--- src/rtl/decrypt_unit.sv ---
// -----------------------------------------------------------------------------
// decrypt_unit
//
// Iterative 8-bit decryptor, the receive-side inverse of the keyed byte
// cipher. The forward cipher does x = rotl(x,1) ^ k_r with k_{r+1} = rotl(k_r,1).
// This block runs it backwards:
//   start:          x = C, k = rotl(key, ROUNDS-1)
//   ROUNDS times:   x = rotr(x ^ k, 1), k = rotr(k, 1)
// It completes one inverse round per clock.
//
// Parameters:
//   ROUNDS      number of cipher rounds (1..8). It must match the encryptor.
//
// Ports:
//   clock       rising-edge clock
//   reset       synchronous, active-high reset
//   start       request strobe; only looked at while IDLE
//   enc_number  ciphertext byte, captured on the accepting edge
//   key         cipher key, captured on the accepting edge
//   busy        high while rounds are in progress (RUN)
//   done        registered one-cycle pulse when number is updated
//   number      recovered plaintext; holds until the next result
//
// Handshake: start is a strobe with no ready. A start seen in IDLE is accepted
// on that edge. A start seen in RUN is dropped, and nothing queues it.
// Back-to-back use is allowed because the done cycle is already IDLE.
//
// Optional feature (macro DECRYPT_BYPASS_EN):
//   When this macro is defined and an accepted request carries key == 8'h00,
//   the rounds reduce to a pure rotate. The result rotr(enc_number, ROUNDS%8)
//   is written on the accepting edge and RUN is skipped.
// -----------------------------------------------------------------------------
module decrypt_unit #(
  parameter int ROUNDS = 4
) (
  input  logic       clock,
  input  logic       reset,
  input  logic       start,
  input  logic [7:0] enc_number,
  input  logic [7:0] key,
  output logic       busy,
  output logic       done,
  output logic [7:0] number
);

  typedef enum logic {
    IDLE = 1'b0,
    RUN  = 1'b1
  } state_t;

  // The first inverse round uses the last forward round key.
  localparam logic [2:0] KEY_ROT  = 3'(ROUNDS - 1);
  localparam logic [2:0] CNT_INIT = 3'(ROUNDS - 1);
`ifdef DECRYPT_BYPASS_EN
  localparam logic [2:0] BYP_ROT  = 3'(ROUNDS % 8);
`endif

  function automatic logic [7:0] rotl8(input logic [7:0] v, input logic [2:0] s);
    logic [15:0] t;
    t = {v, v} << s;
    return t[15:8];
  endfunction

  function automatic logic [7:0] rotr8(input logic [7:0] v, input logic [2:0] s);
    logic [15:0] t;
    t = {v, v} >> s;
    return t[7:0];
  endfunction

  state_t     state_q, state_d;
  logic [7:0] x_q, x_d;
  logic [7:0] k_q, k_d;
  logic [2:0] cnt_q, cnt_d;
  logic [7:0] number_q, number_d;
  logic       done_q, done_d;
  logic [7:0] x_round;

  // One inverse round of the data path.
  assign x_round = rotr8(x_q ^ k_q, 3'd1);

  always_comb begin
    state_d  = state_q;
    x_d      = x_q;
    k_d      = k_q;
    cnt_d    = cnt_q;
    number_d = number_q;
    done_d   = 1'b0;

    case (state_q)
      IDLE: begin
        if (start) begin
`ifdef DECRYPT_BYPASS_EN
          if (key == 8'h00) begin
            // A zero key makes every XOR a no-op, so only the rotate remains.
            number_d = rotr8(enc_number, BYP_ROT);
            done_d   = 1'b1;
          end else begin
            x_d     = enc_number;
            k_d     = rotl8(key, KEY_ROT);
            cnt_d   = CNT_INIT;
            state_d = RUN;
          end
`else
          x_d     = enc_number;
          k_d     = rotl8(key, KEY_ROT);
          cnt_d   = CNT_INIT;
          state_d = RUN;
`endif
        end
      end

      RUN: begin
        x_d = x_round;
        k_d = rotr8(k_q, 3'd1);
        if (cnt_q != 3'd0) begin
          cnt_d = cnt_q - 3'd1;
        end else begin
          number_d = x_round;
          done_d   = 1'b1;
          state_d  = IDLE;
        end
      end

      default: begin
        state_d = IDLE;
      end
    endcase
  end

  always_ff @(posedge clock) begin
    if (reset) begin
      state_q  <= IDLE;
      x_q      <= 8'h00;
      k_q      <= 8'h00;
      cnt_q    <= 3'd0;
      number_q <= 8'h00;
      done_q   <= 1'b0;
    end else begin
      state_q  <= state_d;
      x_q      <= x_d;
      k_q      <= k_d;
      cnt_q    <= cnt_d;
      number_q <= number_d;
      done_q   <= done_d;
    end
  end

  assign busy   = (state_q == RUN);
  assign done   = done_q;
  assign number = number_q;

endmodule

--- config.mk ---
export PLATFORM = sky130hd
export DESIGN_NAME = decrypt_unit
export DESIGN_NICKNAME = d
export VERILOG_FILES = /design/src/rtl/decrypt_unit.sv
export SDC_FILE = /design/constraint.sdc
export NUM_CORES = 1
export LEC_CHECK = 0
export ABC_AREA = 1
export ABC_CLOCK_PERIOD_IN_PS = 1400
export CORE_MARGIN = 8
export CORE_UTILIZATION = 50
export DETAILED_ROUTE_END_ITERATION = 8
export GPL_ROUTABILITY_DRIVEN = 0
export PLACE_DENSITY = 0.78
export SETUP_SLACK_MARGIN = 0.5
export SLEW_MARGIN = 20
export SYNTH_ARGS = -nofsm -noshare
export SYNTH_HDL_FRONTEND = slang
export SYNTH_SLANG_ARGS = --single-unit
--- constraint.sdc ---
create_clock -name clock -period 1.4 [get_ports clock]
set_input_delay 0.28 -clock clock [delete_from_list [all_inputs] [get_ports clock]]
set_output_delay 0.28 -clock clock [all_outputs]
set_load 0.005 [all_outputs]
Word level (Yosys, flattened, before mapping)
Cells that the tools add are included.
{"block": "op_classes", "n_reduce_logical": 4, "mux": 11, "add_sub_neg": 1, "bitwise_logic": 3, "n_eq_ne": 2}
{"cell": "$pmux 8 s2", "count": 2}
{"cell": "$mux 8", "count": 2}
{"cell": "$xor 8x8->8", "count": 1}
{"cell": "$mux 3", "count": 2}
{"cell": "$pmux 3 s2", "count": 1}
{"cell": "$reduce_and 2->1", "count": 2}
{"cell": "$mux 1", "count": 3}
{"cell": "$reduce_bool 3->1", "count": 1}
{"cell": "$sub 3x1->3 const B", "count": 1}
{"cell": "$ne 2x1->1 const B", "count": 1}
{"cell": "$ne 2x2->1 const B", "count": 1}
{"cell": "$not 1->1", "count": 2}
{"cell": "$pmux 1 s2", "count": 1}
{"cell": "$reduce_or 2->1", "count": 1}
{"block": "word_totals", "output_inout_bits": 10, "reg_bits": 29, "word_cells": 27, "input_bits": 19}

Longest topological paths before layout
Gate-level depths: netlist of the first run.
{"block": "logic_depth", "word_depth": 3, "depth_mapped": 7, "depth_no_buf": 7}

Least setup slack after synthesis of the first run
Ideal clock, no wire load.
{"block": "synth_timing", "path_type": "flip-flop to flip-flop", "startpoint": "register cnt_q[0]", "endpoint": "register cnt_q[0]", "required_time_ns": 1.285, "n_path_buf": 1, "synth_period_minus_slack_ns": 1.080, "path_slack_ns": 0.320, "setup_time_ns": 0.115, "path_stages_with_launch": 7, "t_arrival_ns": 0.965, "path_cell_list": "dfxtp_1 -> inv_1 -> ha_1 -> nand3_2 -> buf_2 -> a21oi_1 -> nor2_1"}
{"block": "synth_between", "elab_chain_cells": 3, "elab_cells_between_ends": 6, "cone_classes": "1 x add/sub; 1 x eq/ne; 2 x mux; 2 x reduce/logical"}
{"element": "from (decl)", "line_no": "73", "text": "logic [2:0] cnt_q, cnt_d;"}
{"element": "from (signal assigned)", "line_no": "142", "text": "cnt_q <= cnt_d;"}
{"element": "$sub 3x1->3 / $reduce_bool 3->1 (equally long branches)", "line_no": "116, 115"}
{"element": "$mux 3 / $ne 2x1->1 (equally long branches)"}
{"element": "$pmux 3 s2 / $reduce_and 2->1 (equally long branches)"}
Parallel ways exist; a longest one is shown, timed or not. The select of a mux whose other input is x is not followed.
A chain may end at the register's enable or synchronous reset.

Worst setup path after layout of the first run
{"block": "layout_timing", "startpoint": "register cnt_q[0]", "endpoint": "register number_q[1], in the netlist number[1]"}
{"block": "layout_between", "elab_chain_cells": 3}
{"element": "$reduce_bool 3->1", "line_no": "115", "text": "if (cnt_q != 3'd0) begin"}
{"element": "$not 1->1 (no line)"}
{"element": "$reduce_and 2->1 (no line)"}
{"element": "to (signal assigned)", "line_no": "143", "text": "number_q <= number_d;"}
{"element": "to (decl)", "line_no": "74", "text": "logic [7:0] number_q, number_d;"}
Every way passes these cells.

==> reports/qor.yml, run 1 <==
outcome: "complete, no violations"
combPwrFrac: 0.285
grt_pass1_vias: 1436
p_per_area_nw_per_um2: 971.2
maxSlewViolCount: 0
die_y_um: 70.02
die-area_sq_um: 4902
core_area_sq_um: 2758
seq_area_sq_um: 598.1
grtUsageTotal: 0.1573
antenna-diode-count: 0
synthArstFlopShare: 0
setup_violations: 0
start_util: 0.5290
p_leak_nw: 1.001
clk_path_buf_depth: 2
die_width_um: 70.02
start_kind: "flop"
wl_per_cell_um: 12.86
cts_tree: "built"
p_seq_frac: 0.473
min_from: "number[4]$_SDFFE_PP0P_"
power_mw: 2.045
clk_pin_slew_worst_paths_ns: 0.10
fill_cells: 206
ys_top_cells_by_count: "70 x nand2_1, 37 x inv_1, 29 x dfxtp_1, 25 x nand3_1"
clock-sinks: 29
worstPathRequired_ns: 1.63
ant_nets: 0
ctsHoldBuffers: 0
vdd_ir_drop_max_mv: 0.7844
drc: 0
final-hold-violation-count: 0
regToRegEndpoint: "number[1]$_SDFFE_PP0P_"
syn_area_sq_um: 1459
endpoint_kind: "flop"
slew_headroom: 0.7449
gr-total-overflow: 0
crit_arrival_ns: 1.39
finalWirelength_um: 3870
numCtsBuffers: 5
syn_area_per_cell_sq_um: 6.601
clockPowerShare: 0.241
reg2reg_depth: 7
syn_nets: 242
final_area_sq_um: 2106
tightest_slew_ns: 0.3827
ys_ff_latch: 29
h-tree-depth: 2
fin_nets: 290
dr_total_vias: 1469
drtIter0Drc: 95
synth_top_area_share: 0.3979
fmax_mhz: 860.3
viasPerCell: 4.880
synthMostInstantiatedCell: "nand2_1"
multi_input_area_sq_um: 813.3
synth_cell_type_count: 20
path_max_fanout: 4
final.period_utilization: 0.8303
ys_warn_count: 0
netSwitchingFraction: 0.3236
dr.pass1.iters: 4
port_buffers: 28
grt_start_max_net_pins: 15
rsz0062_at_grt: "true"
fin_skew_ns: 0.01346
synth_area_leaders: "dfxtp_1 40%, nand2_1 18%, inv_1 9.5%, nand3_1 8.6%, a21oi_1 5.1%"
synth_cells: 221
yosys_most_used_dff: "dfxtp_1"
ys_seq_area_frac: 0.3979
finalWorstPathRequiredPeriod_ns: 1.162
insertion_delay_ns: 0.34
synth_edf_count: 0
dpl.hpwl_um: 2518
p_int_mw: 1.383
area_delta_synth_final_pct: 44.34
grt_antenna_before_repair: 0
crit_start: "cnt_q[0]$_SDFFE_PP0P_"
root_buffer: "clkbuf_4"
grt_pass1_wl_um: 6279
hp-class: "reg2reg"
reg2reg_from: "cnt_q[0]$_SDFFE_PP0P_"
placed_area_sq_um: 1823
yosysTopAreaCell: "dfxtp_1"
whs_path_depth: 2
ff2ff_setup_slack_ns: 0.24
final_layout_size_suffix_gt1_frac: 0.3481
drv_cap: 0
hold_ws_ns: 0.4925
hold_end: "number[4]$_SDFFE_PP0P_"
fp-row-count: 19
io_pins: 29
path_class: "reg2reg"
p_sw_mw: 0.6619
timing repair:
item                                    CTS  global route
cloned                                    1             0
pin swaps                                11            24
endpoints found under the setup margin   38            39
setup buffers                             8             6
gates resized for setup                  67            30
sequential cells by signal, summed over array words and instances, names as in the netlist:
name    flops
number      8
done        1
cnt_q       3
x_q         8
busy        1
k_q         8
cell usage in the layout (no fill, tap or decap), types with 2 or more instances in the layout:
cell type        synthesis  layout
a21oi_1                 15       3
a21oi_2                  2      14
buf_2                    2       4
buf_4                    2      16
buf_6                    1       8
clkbuf_4                 0       5
clkdlybuf4s50_1          0      17
clkinv_2                 0       2
clkinvlp_4               0       2
dfxtp_1                 29      17
dfxtp_2                  0      11
ha_4                     0       2
inv_1                   37      32
inv_2                    2       4
nand2_1                 70      60
nand2_2                  3      12
nand3_1                 25      22
nand3_2                  1       3
nor2_1                  15      14
nor2_4                   1       2
o21ai_1                  0       7
power groups by stage:
stage,clock (mW),sequential (mW),combinational (mW)
floorplan,0,0.962,0.319
finish,0.494,0.968,0.583
detailed placement,0,0.972,0.466
global placement,0,0.971,0.458
global route,0.539,0.977,0.645
CTS,0.500,0.960,0.508
cells by family (layout without fill, tap and decap cells):
kind of cell / count (synthesis) / count (layout) / synth area share
AO/OA/AOI/OAI: 27 / 27 / 0.09863
adder cells (fa/ha/maj): 2 / 2 / 0.01715
buffers and inverters: 47 / 95 / 0.1406
flip-flops: 29 / 29 / 0.3979
AND/OR/NAND/NOR: 116 / 117 / 0.3456
cell type report:
| class | count | area share |
|---|---|---|
| well taps | 31 | 0.01842 |
| repair buffers | 48 | 0.2115 |
| multi-input cells | 146 | 0.3862 |
| clock inverters | 2 | 0.004753 |
| inverters | 39 | 0.07546 |
| flip-flops and latches | 29 | 0.2840 |
| clock buffers | 6 | 0.01961 |
how the worst max path moves through the flow:
stage / end
floorplan: cnt_q[0]$_SDFFE_PP0P_
global placement: number[3]$_SDFFE_PP0P_
detailed placement: k_q[2]$_SDFFE_PP0P_
global route: number[6]$_SDFFE_PP0P_
CTS: number[6]$_SDFFE_PP0P_
finish: number[1]$_SDFFE_PP0P_
worst max-delay path, cell delays in order (launching register included):
cell and delay [ns]:
dfxtp_2 0.33, inv_2 0.07, ha_4 0.14, nand3_4 0.09
buf_4 0.15, buf_6 0.12, a21oi_2 0.10, nor2_1 0.05
layer usage:
metal  global-route usage  share of wire  up-vias
met5                    0              0        -
met4              0.08036          0.020        0
met3              0.04379          0.041        8
met2               0.2701           0.51       27
met1               0.1720           0.43      658
li1                     -              -      776
stage by stage:
stage | setup TNS [ns] | cells | setup slack [ns] | util
floorplan | 0 | 221 | 0.4115 | -
global placement | -1.980 | 278 | -0.1123 | 0.6611
detailed placement | -2.303 | 278 | -0.1206 | 0.6611
CTS | 0 | 295 | 0.2705 | 0.7114
global route | 0 | 301 | 0.1717 | 0.7636
finish | 0 | 301 | 0.2376 | 0.7636
Power figures use the tool's default switching activity.
==> run 2: changes to the inputs <==
ABC_CLOCK_PERIOD_IN_PS = 1150   (was 1400)
clock period = 1.15 ns   (was 1.4 ns; I/O delays follow)
==> reports/qor.yml, run 2 (synthesized netlist as in run 1, its figures left out) <==
grt_antenna_before_repair: 0
start_util: 0.5290
dr.pass1.iters: 4
endpoint_kind: "flop"
area_delta_synth_final_pct: 43.65
fin_nets: 290
grt_pass1_vias: 1453
insertion_delay_ns: 0.33
grt_start_max_net_pins: 20
clk_pin_slew_worst_paths_ns: 0.10
h-tree-depth: 2
die_width_um: 70.02
viasPerCell: 4.880
drv_cap: 0
path_class: "reg2reg"
setup_ws_ns: -0.05544
maxSlewViolCount: 0
fin_skew_ns: 0.01395
finalWirelength_um: 3679
p_leak_nw: 1.000
rsz0062_at_grt: "true"
core_area_sq_um: 2758
final_layout_size_suffix_gt1_frac: 0.3111
cts_tree: "built"
grtUsageTotal: 0.1534
ant_nets: 0
antenna-diode-count: 0
clk_path_buf_depth: 2
wl_per_cell_um: 12.22
hold_ws_ns: 0.4841
final-hold-violation-count: 0
gr-total-overflow: 0
drc: 0
fmax_mhz: 829.6
final.period_utilization: 1.048
outcome: "finished with violations"
root_buffer: "clkbuf_4"
slew_headroom: 0.7126
drtIter0Drc: 99
ctsHoldBuffers: 0
finalWorstPathRequiredPeriod_ns: 1.205
path_max_fanout: 8
io_pins: 29
layout_commonest_cell: "nand2_1"
die-area_sq_um: 4902
failed_checks: "setup timing"
tightest_slew_ns: 0.4311
numCtsBuffers: 5
dpl.hpwl_um: 2558
crit_arrival_ns: 1.44
hp-class: "reg2reg"
port_buffers: 28
start_kind: "flop"
fill_cells: 208
grt_pass1_wl_um: 6292
fp-row-count: 19
dr_total_vias: 1469
vdd_ir_drop_max_mv: 1.098
utilization: 0.7600
worstPathRequired_ns: 1.38
clock-sinks: 29
power_mw: 2.473
die_y_um: 70.02
setup_violations: 18
p_per_area_nw_per_um2: 1180
final_cell_mix: "66 x nand2_1, 33 x inv_1, 22 x nand3_1"
-- run 2: area by class of cell --
class                   instances  area, sq um  share of cell area
multi-input cells             146        789.5              0.3767
flip-flops and latches         29        593.1              0.2830
repair buffers                 48        467.9              0.2233
inverters                      39        155.1             0.07403
clock buffers                   6        41.29             0.01970
well taps                      31        38.79             0.01851
clock inverters                 2        10.01            0.004776
-- run 2: worst max-delay path, cell delays in order (launching register included) --
cell	delay, ns
dfxtp_2	0.34
buf_6	0.11
buf_12	0.14
nand3_4	0.09
clkinvlp_4	0.19
o21ai_1	0.18
nor2_1	0.06
-- run 2: stage by stage --
step | area [sq um] | instances | worst slack [ns] | setup TNS (ns)
floorplan | 1535 | 221 | 0.1615 | 0
global placement | 1871 | 281 | -0.3235 | -6.018
detailed placement | 1871 | 281 | -0.3452 | -6.394
CTS | 2021 | 298 | -0.02974 | -0.2265
global route | 2096 | 301 | -0.1256 | -1.630
finish | 2096 | 301 | -0.05544 | -0.5619
-- run 2: what timing repair did --
| item | CTS | global route |
|---|---|---|
| setup buffers | 8 | 3 |
| resized for setup | 62 | 17 |
| endpoints found under the setup margin | 39 | 39 |
| pin swaps | 20 | 9 |
| gates cloned | 1 | 0 |
-- run 2: per-layer routing --
| layer | part of all wire | vias to the layer above | track usage | wire length [um] |
|---|---|---|---|---|
| li1 | - | 779 | - | - |
| met5 | 0 | - | 0 | 0 |
| met4 | 0.014 | 0 | 0.06696 | 52 |
| met2 | 0.47 | 24 | 0.2508 | 1722 |
| met3 | 0.036 | 5 | 0.04237 | 133 |
| met1 | 0.48 | 661 | 0.1823 | 1770 |
-- run 2: worst paths after layout --
check,startpoint,endpoint,slack [ns],cells after the start
hold reg to reg,number[6]$_SDFFE_PP0P_,number[6]$_SDFFE_PP0P_,0.48,2
setup reg to reg,busy$_SDFF_PP0_,number[3]$_SDFFE_PP0P_,-0.06,6
setup / recovery,busy$_SDFF_PP0_,number[3]$_SDFFE_PP0P_,-0.06,6
hold / removal,number[6]$_SDFFE_PP0P_,number[6]$_SDFFE_PP0P_,0.48,2
-- run 2: where the power goes --
part / total (mW) / internal, mW / switching [mW]
combinational: 0.711 / 0.354 / 0.357
sequential: 1.17 / 1.10 / 0.0701
clock: 0.592 / 0.232 / 0.360
==> RTL edit 1 (flow settings as in run 1) <==
Put one more register stage on the output `done`, with the module's reset. The value now appears one clock later. The other outputs are not delayed to match. Comments in the files are not updated.
--- a/src/rtl/decrypt_unit.sv
+++ b/src/rtl/decrypt_unit.sv
@@ -146,7 +146,13 @@
   end
 
   assign busy   = (state_q == RUN);
-  assign done   = done_q;
+  always_ff @(posedge clock) begin
+    if (reset) begin
+      done <= '0;
+    end else begin
+      done <= done_q;
+    end
+  end
   assign number = number_q;
 
 endmodule
Behaviour: not the same (Yosys sat finds a counterexample within 10 cycles, from zero or initial values and one cycle with reset high).
==> RTL edit 1 against run 1 <==
Cell area increased by 4.8%; via count up 3.7%; synthesized area grew 2.0%; highest routed layer unchanged; routed wire length rose by 9.8%; worst setup slack worse by 0.048 ns; sequential share of layout area shrank 0.55 points; sequential cell count increased by 1; largest power group unchanged; total power increased by 7.2%.
==> RTL edit 1: results (changes against run 1) <==
Outcome
  – Status: complete, no violations (unchanged)

Worst setup path
  – Crit path DAT: 1.43 ns (was 1.39 ns)
  – Register-to-register setup slack: 0.19 ns (was 0.24 ns)
  – Worst R2R End: number[2] (was number[1])
  – RR Startpoint: busy (was cnt_q[0])
  – Cells on worst reg2reg path: 6 (was 7)
  – Worst-path fanout max: 8 (was 4)

Finish
  – ANT cells: 0 (unchanged)
  – Layout cell share with drive strength beyond 1: 34.1% (was 34.8%)
  – Nets@finish: 290 (unchanged)

Synth
  – Syn_nets: 245 (was 242)
  – Syn. warnings: 0 (unchanged)
  – Seq/Total Area, Yosys: 40.4% (was 39.8%)
  – Top post-synthesis cells by count: nand2_1 (70), inv_1 (38), dfxtp_1 (30) (was nand2_1 (70), inv_1 (37), dfxtp_1 (29))
  – Synth area leaders: dfxtp_1 (40%), nand2_1 (18%), inv_1 (9.6%) (was dfxtp_1 (40%), nand2_1 (18%), inv_1 (9.5%))
  – Yosys cell types: 20 (unchanged)
  – Top_reg_cell synth: dfxtp_1 (unchanged)
  – Asr flop ratio synth: 0% (unchanged)

Hold path
  – Min-Delay Path Depth: 2 (unchanged)
  – Min-delay src: done_q (was number[4])
  – Worst Hold Class: reg -> reg (unchanged)
  – Hold EP: done (was number[4])

CTS
  – Inserted Clock Buffers: 5 (unchanged)
  – CTS root buf: clkbuf_4 (unchanged)
  – H-tree levels: 2 (unchanged)
  – Clock-pin slew on the worst setup and hold paths: 0.10 ns (about the same)
  – CTS max path bufs: 2 (unchanged)
  – Worst skew pair latency: 0.32 ns (was 0.34 ns)

Power
  – Pleak: 1.02 nW (was 1.00 nW)
  – Max rail drop VDD: 841 uV (was 784 uV)
  – Net Sw Power: 0.701 mW (was 0.662 mW)

Routing
  – Routed via count: 1523 (was 1469)
  – Drt first pass iters: 5 (was 4)
  – DRT iter0 DRCs: 123 (was 95)
  – Detailed-route wire length: 4250 um (was 3870 um)

STA
  – Hold Slack: 0.423 ns (was 0.492 ns)
  – Setup-failing EPs final: 0 (unchanged)
  – Skew final: 0.00616 ns (was 0.0135 ns)
  – Rel. slew slack: 82.3% (was 74.5%)

GRT
  – First-pass GRT wire length: 6820 um (was 6280 um)
  – Largest net degree at the start of global routing: 20 (was 15)
  – Gr usage total: 16.5% (was 15.7%)
  – Initial antenna violation count: 0 (unchanged)

Placement
  – Number of port buffers: 28 (unchanged)
  – Post-DP HPWL: 2480 um (was 2520 um)
==> RTL edit 1: changes by cell type after synthesis, sizes merged <==
cell    change
clkbuf      -1
nor2        +1
dfxtp       +1
buf         +1
inv         +1
==> RTL edit 1: per-layer routing <==
metal / global-route usage [%] / vias up / part of all wire [%]
met1: 20.7 / 693 / 45
met5: 0 / - / 0
li1: - / 780 / -
met4: 5.91 / 0 / 0.45
met2: 26.3 / 48 / 48
met3: 4.88 / 2 / 6.2
==> RTL edit 1: metrics by stage <==
| stage | setup TNS [ns] | cells | utilization [%] | worst slack, ns | cell area (sq um) |
|---|---|---|---|---|---|
| floorplan | 0 | 224 | - | 0.411 | 1570 |
| global placement | -2.13 | 279 | 66.4 | -0.109 | 1850 |
| detailed placement | -2.58 | 279 | 66.4 | -0.130 | 1850 |
| CTS | 0 | 299 | 75.3 | 0.204 | 2100 |
| global route | 0 | 301 | 79.3 | 0.127 | 2210 |
| finish | 0 | 301 | 79.3 | 0.190 | 2210 |
==> RTL edit 1: cell type report <==
type                            count  area, sq um
Timing Repair inverter              1         8.76
Clock inverter                      2         12.5
Fill cell                         190          576
Multi-Input combinational cell    147          838
Timing Repair Buffer               44          472
Sequential cell                    30          614
Clock buffer                        6         51.3
Inverter                           40          170
Tap cell                           31         38.8
==> RTL edit 1: kinds of logic (layout without fill, tap and decap cells) <==
kind of cell | Yosys count | after routing | synth area share, %
AO/OA/AOI/OAI | 27 | 27 | 9.67
adder cells (fa/ha/maj) | 2 | 2 | 1.68
buffers and inverters | 48 | 93 | 14.1
flip-flops | 30 | 30 | 40.4
AND/OR/NAND/NOR | 117 | 118 | 34.1
==> RTL edit 1: power by group through the flow <==
stage / combinational, mW / clock, mW / sequential (mW)
2_1_floorplan: 0.320 / 0 / 0.992
3_3_place_gp: 0.461 / 0 / 0.998
3_5_place_dp: 0.469 / 0 / 1.00
4_1_cts: 0.580 / 0.559 / 0.985
5_1_grt: 0.707 / 0.608 / 1.00
6_report: 0.647 / 0.552 / 0.994
==> RTL edit 1: worst max-delay path: stages (launching register included) <==
cell,delay (ns)
dfxtp_2,0.34
buf_6,0.12
buf_12,0.14
nand3_4,0.08
clkinvlp_4,0.19
o21ai_1,0.18
nor2_1,0.05
==> RTL edit 1: how the worst max path moves through the flow <==
| stage | from | end | slack, ns |
|---|---|---|---|
| finish | busy | number[2] | 0.19 |
| global route | busy | number[6] | 0.13 |
| CTS | cnt_q[0] | number[2] | 0.20 |
| detailed placement | start | k_q[4] | -0.13 |
| global placement | reset | number[7] | -0.11 |
| floorplan | cnt_q[0] | cnt_q[0] | 0.41 |
==> RTL edit 1: timing repair <==
item,CTS,global route
endpoints found under the setup margin,39,39
pin swaps,12,14
cloned,3,1
setup buffers,9,1
hold buffers,0,0
resized for setup,72,28
==> RTL edit 2 (settings of run 1) <==
Without the edit above. Add a define of `DECRYPT_BYPASS_EN`.
--- a/src/rtl/decrypt_unit.sv
+++ b/src/rtl/decrypt_unit.sv
@@ -30,6 +30,8 @@
 //   the rounds reduce to a pure rotate. The result rotr(enc_number, ROUNDS%8)
 //   is written on the accepting edge and RUN is skipped.
 // -----------------------------------------------------------------------------
+`define DECRYPT_BYPASS_EN
+
 module decrypt_unit #(
   parameter int ROUNDS = 4
 ) (
Behaviour: not the same (Yosys sat finds a counterexample within 4 cycles, from zero or initial values and one cycle with reset high).
==> RTL edit 2 against run 1 <==
Critical path depth stayed put; synthesized area rose by 6.9%; sequential cell count unchanged; worst setup slack got worse by 0.24 ns; routed wire length up 120%; total power rose by 25%; count of clock-buffer cells in the layout grew 2; sequential power increased by 1%; cell area increased by 37%; critical endpoint is now cnt_q[2]; highest routed layer unchanged.
==> RTL edit 2: results (changes against run 1) <==
Worst setup path
  – Max stage delay on crit path: 0.36 ns (was 0.33 ns)
  – Crit path DAT: 1.68 ns (was 1.39 ns)
  – Worst-path fanout max: 5 (was 4)
  – Slowest cell on the critical path: dfxtp_2 (unchanged)
  – Delay-heaviest family, CP: flip-flops (was buffers and inverters)
  – RR Startpoint: cnt_q[0] (unchanged)

STA
  – Actual transition at the worst max-transition pin: 0.514 ns (was 0.383 ns)
  – Skew final: 0.0103 ns (was 0.0135 ns)
  – Rel. slew slack: 65.7% (was 74.5%)

GRT
  – Vias in the first global route: 1864 (was 1436)
  – First-pass GRT wire length: 8790 um (was 6280 um)
  – Met1 GRT Util: 23.3% (was 17.2%)
  – Largest net degree at the start of global routing: 15 (unchanged)
  – GR Layer Usage met2: 36.5% (was 27.0%)
  – Initial antenna violation count: 0 (unchanged)
  – GR Util met3: 6.69% (was 4.38%)
  – Gr usage total: 22.2% (was 15.7%)

Synth
  – Post-Synth Adder-Cell Area: 1.61% (was 1.72%)
  – Top post-synthesis cells by count: nand2_1 (69), nand3_1 (39), dfxtp_1 (29) (was nand2_1 (70), inv_1 (37), dfxtp_1 (29))
  – Yosys cell types: 22 (was 20)
  – Syn_nets: 260 (was 242)
  – Synth area leaders: dfxtp_1 (37%), nand2_1 (17%), nand3_1 (13%) (was dfxtp_1 (40%), nand2_1 (18%), inv_1 (9.5%))
  – Seq/Total Area, Yosys: 37.2% (was 39.8%)
  – Synth Area in XOR/XNOR: 1.12% (was 0%)
  – Compound-gate portion of the synthesized area: 9.23% (was 9.86%)

CTS
  – CTS root buf: clkbuf_4 (unchanged)
  – Worst skew pair latency: 0.36 ns (was 0.34 ns)

Finish
  – Layout cell share with drive strength beyond 1: 49.8% (was 34.8%)
  – Nets@finish: 323 (was 290)
  – Fillcell total: 69 (was 206)

Routing
  – DRT iter0 DRCs: 326 (was 95)
  – Drt first pass iters: 6 (was 4)
  – Routed len/inst: 25.1 um (was 12.9 um)
  – Vias/cell: 6.65 (was 4.88)

Power
  – Max rail drop VDD: 883 uV (was 784 uV)
  – Pleak: 1.25 nW (was 1.00 nW)
  – Switching Fraction: 37.6% (was 32.4%)

Hold path
  – Min-delay src: key[1] (was number[4])
  – Worst Hold Class: in -> reg (was reg -> reg)

Outcome
  – Status: complete, no violations (unchanged)

Placement
  – Post-DP HPWL: 2900 um (was 2520 um)
[RTL edit 2: changes by cell type in the layout (fill, tap and decap cells not counted), moves of 9 or more]
cell	before	now
nand3_2	3	19
inv_1	32	17
buf_12	1	10
nand3_1	22	11
[RTL edit 2: worst min-delay path: stages]
cell and delay [ns]:
dlygate4sd2_1 0.28, nand2_1 0.10, o21ai_2 0.06, nand3_2 0.06, a21oi_2 0.04
[RTL edit 2: kinds of logic after synthesis]
kind of cell             count (synthesis)
adder cells (fa/ha/maj)                  2
flip-flops                              29
AND/OR/NAND/NOR                        145
XOR/XNOR                                 2
AO/OA/AOI/OAI                           27
buffers and inverters                   34
[RTL edit 2: repair_timing]
| action | 4_1_cts | 5_1_grt |
|---|---|---|
| setup endpoints to repair | 39 | 39 |
| gates resized for setup | 102 | 54 |
| pin swaps | 22 | 30 |
| gates cloned | 5 | 1 |
| buffers inserted | 13 | 7 |
[RTL edit 2: power groups by stage]
stage | registers [mW] | logic, mW | clock network, mW
6_report | 0.979 | 1.06 | 0.524
5_1_grt | 0.982 | 1.09 | 0.552
4_1_cts | 0.949 | 0.787 | 0.503
3_5_place_dp | 0.970 | 0.590 | 0
3_3_place_gp | 0.968 | 0.575 | 0
2_1_floorplan | 0.962 | 0.388 | 0
[RTL edit 2: area by class of cell]
| class | count | area share [%] |
|---|---|---|
| multi-input combinational | 177 | 44.9 |
| clock buffer | 8 | 1.69 |
| sequential | 29 | 20.6 |
| timing repair buffer | 66 | 27.5 |
| tap | 33 | 1.43 |
| inverter | 22 | 3.43 |
| timing repair inverter | 1 | 0.390 |
[RTL edit 2: worst paths after layout]
| kind | end | slack, ns | cells after the start |
|---|---|---|---|
| max | cnt_q[2] | 0.002 | 7 |
| max reg2reg | cnt_q[2] | 0.002 | 7 |
| min | k_q[4] | 0.49 | 5 |
| min reg2reg | k_q[2] | 0.51 | 2 |
[RTL edit 2: metal layers]
layer  vias up  part of all wire, %
li1        897                    -
met1      1030                   34
met2       234                   47
met3        74                   12
met4         0                  7.1
met5         -                    0
[RTL edit 2: stage by stage]
step	instances	instance area [sq um]	worst slack, ns	hold WS (ns)	util, %
after floorplan	239	1740	0.218	0.457	-
after global placement	302	2120	-0.268	0.448	70.6
after detailed placement	302	2120	-0.303	0.458	70.6
after CTS	328	2550	0.149	0.466	85.1
after global routing	336	2890	-0.0292	0.506	96.1
final	336	2890	0.00208	0.489	96.1
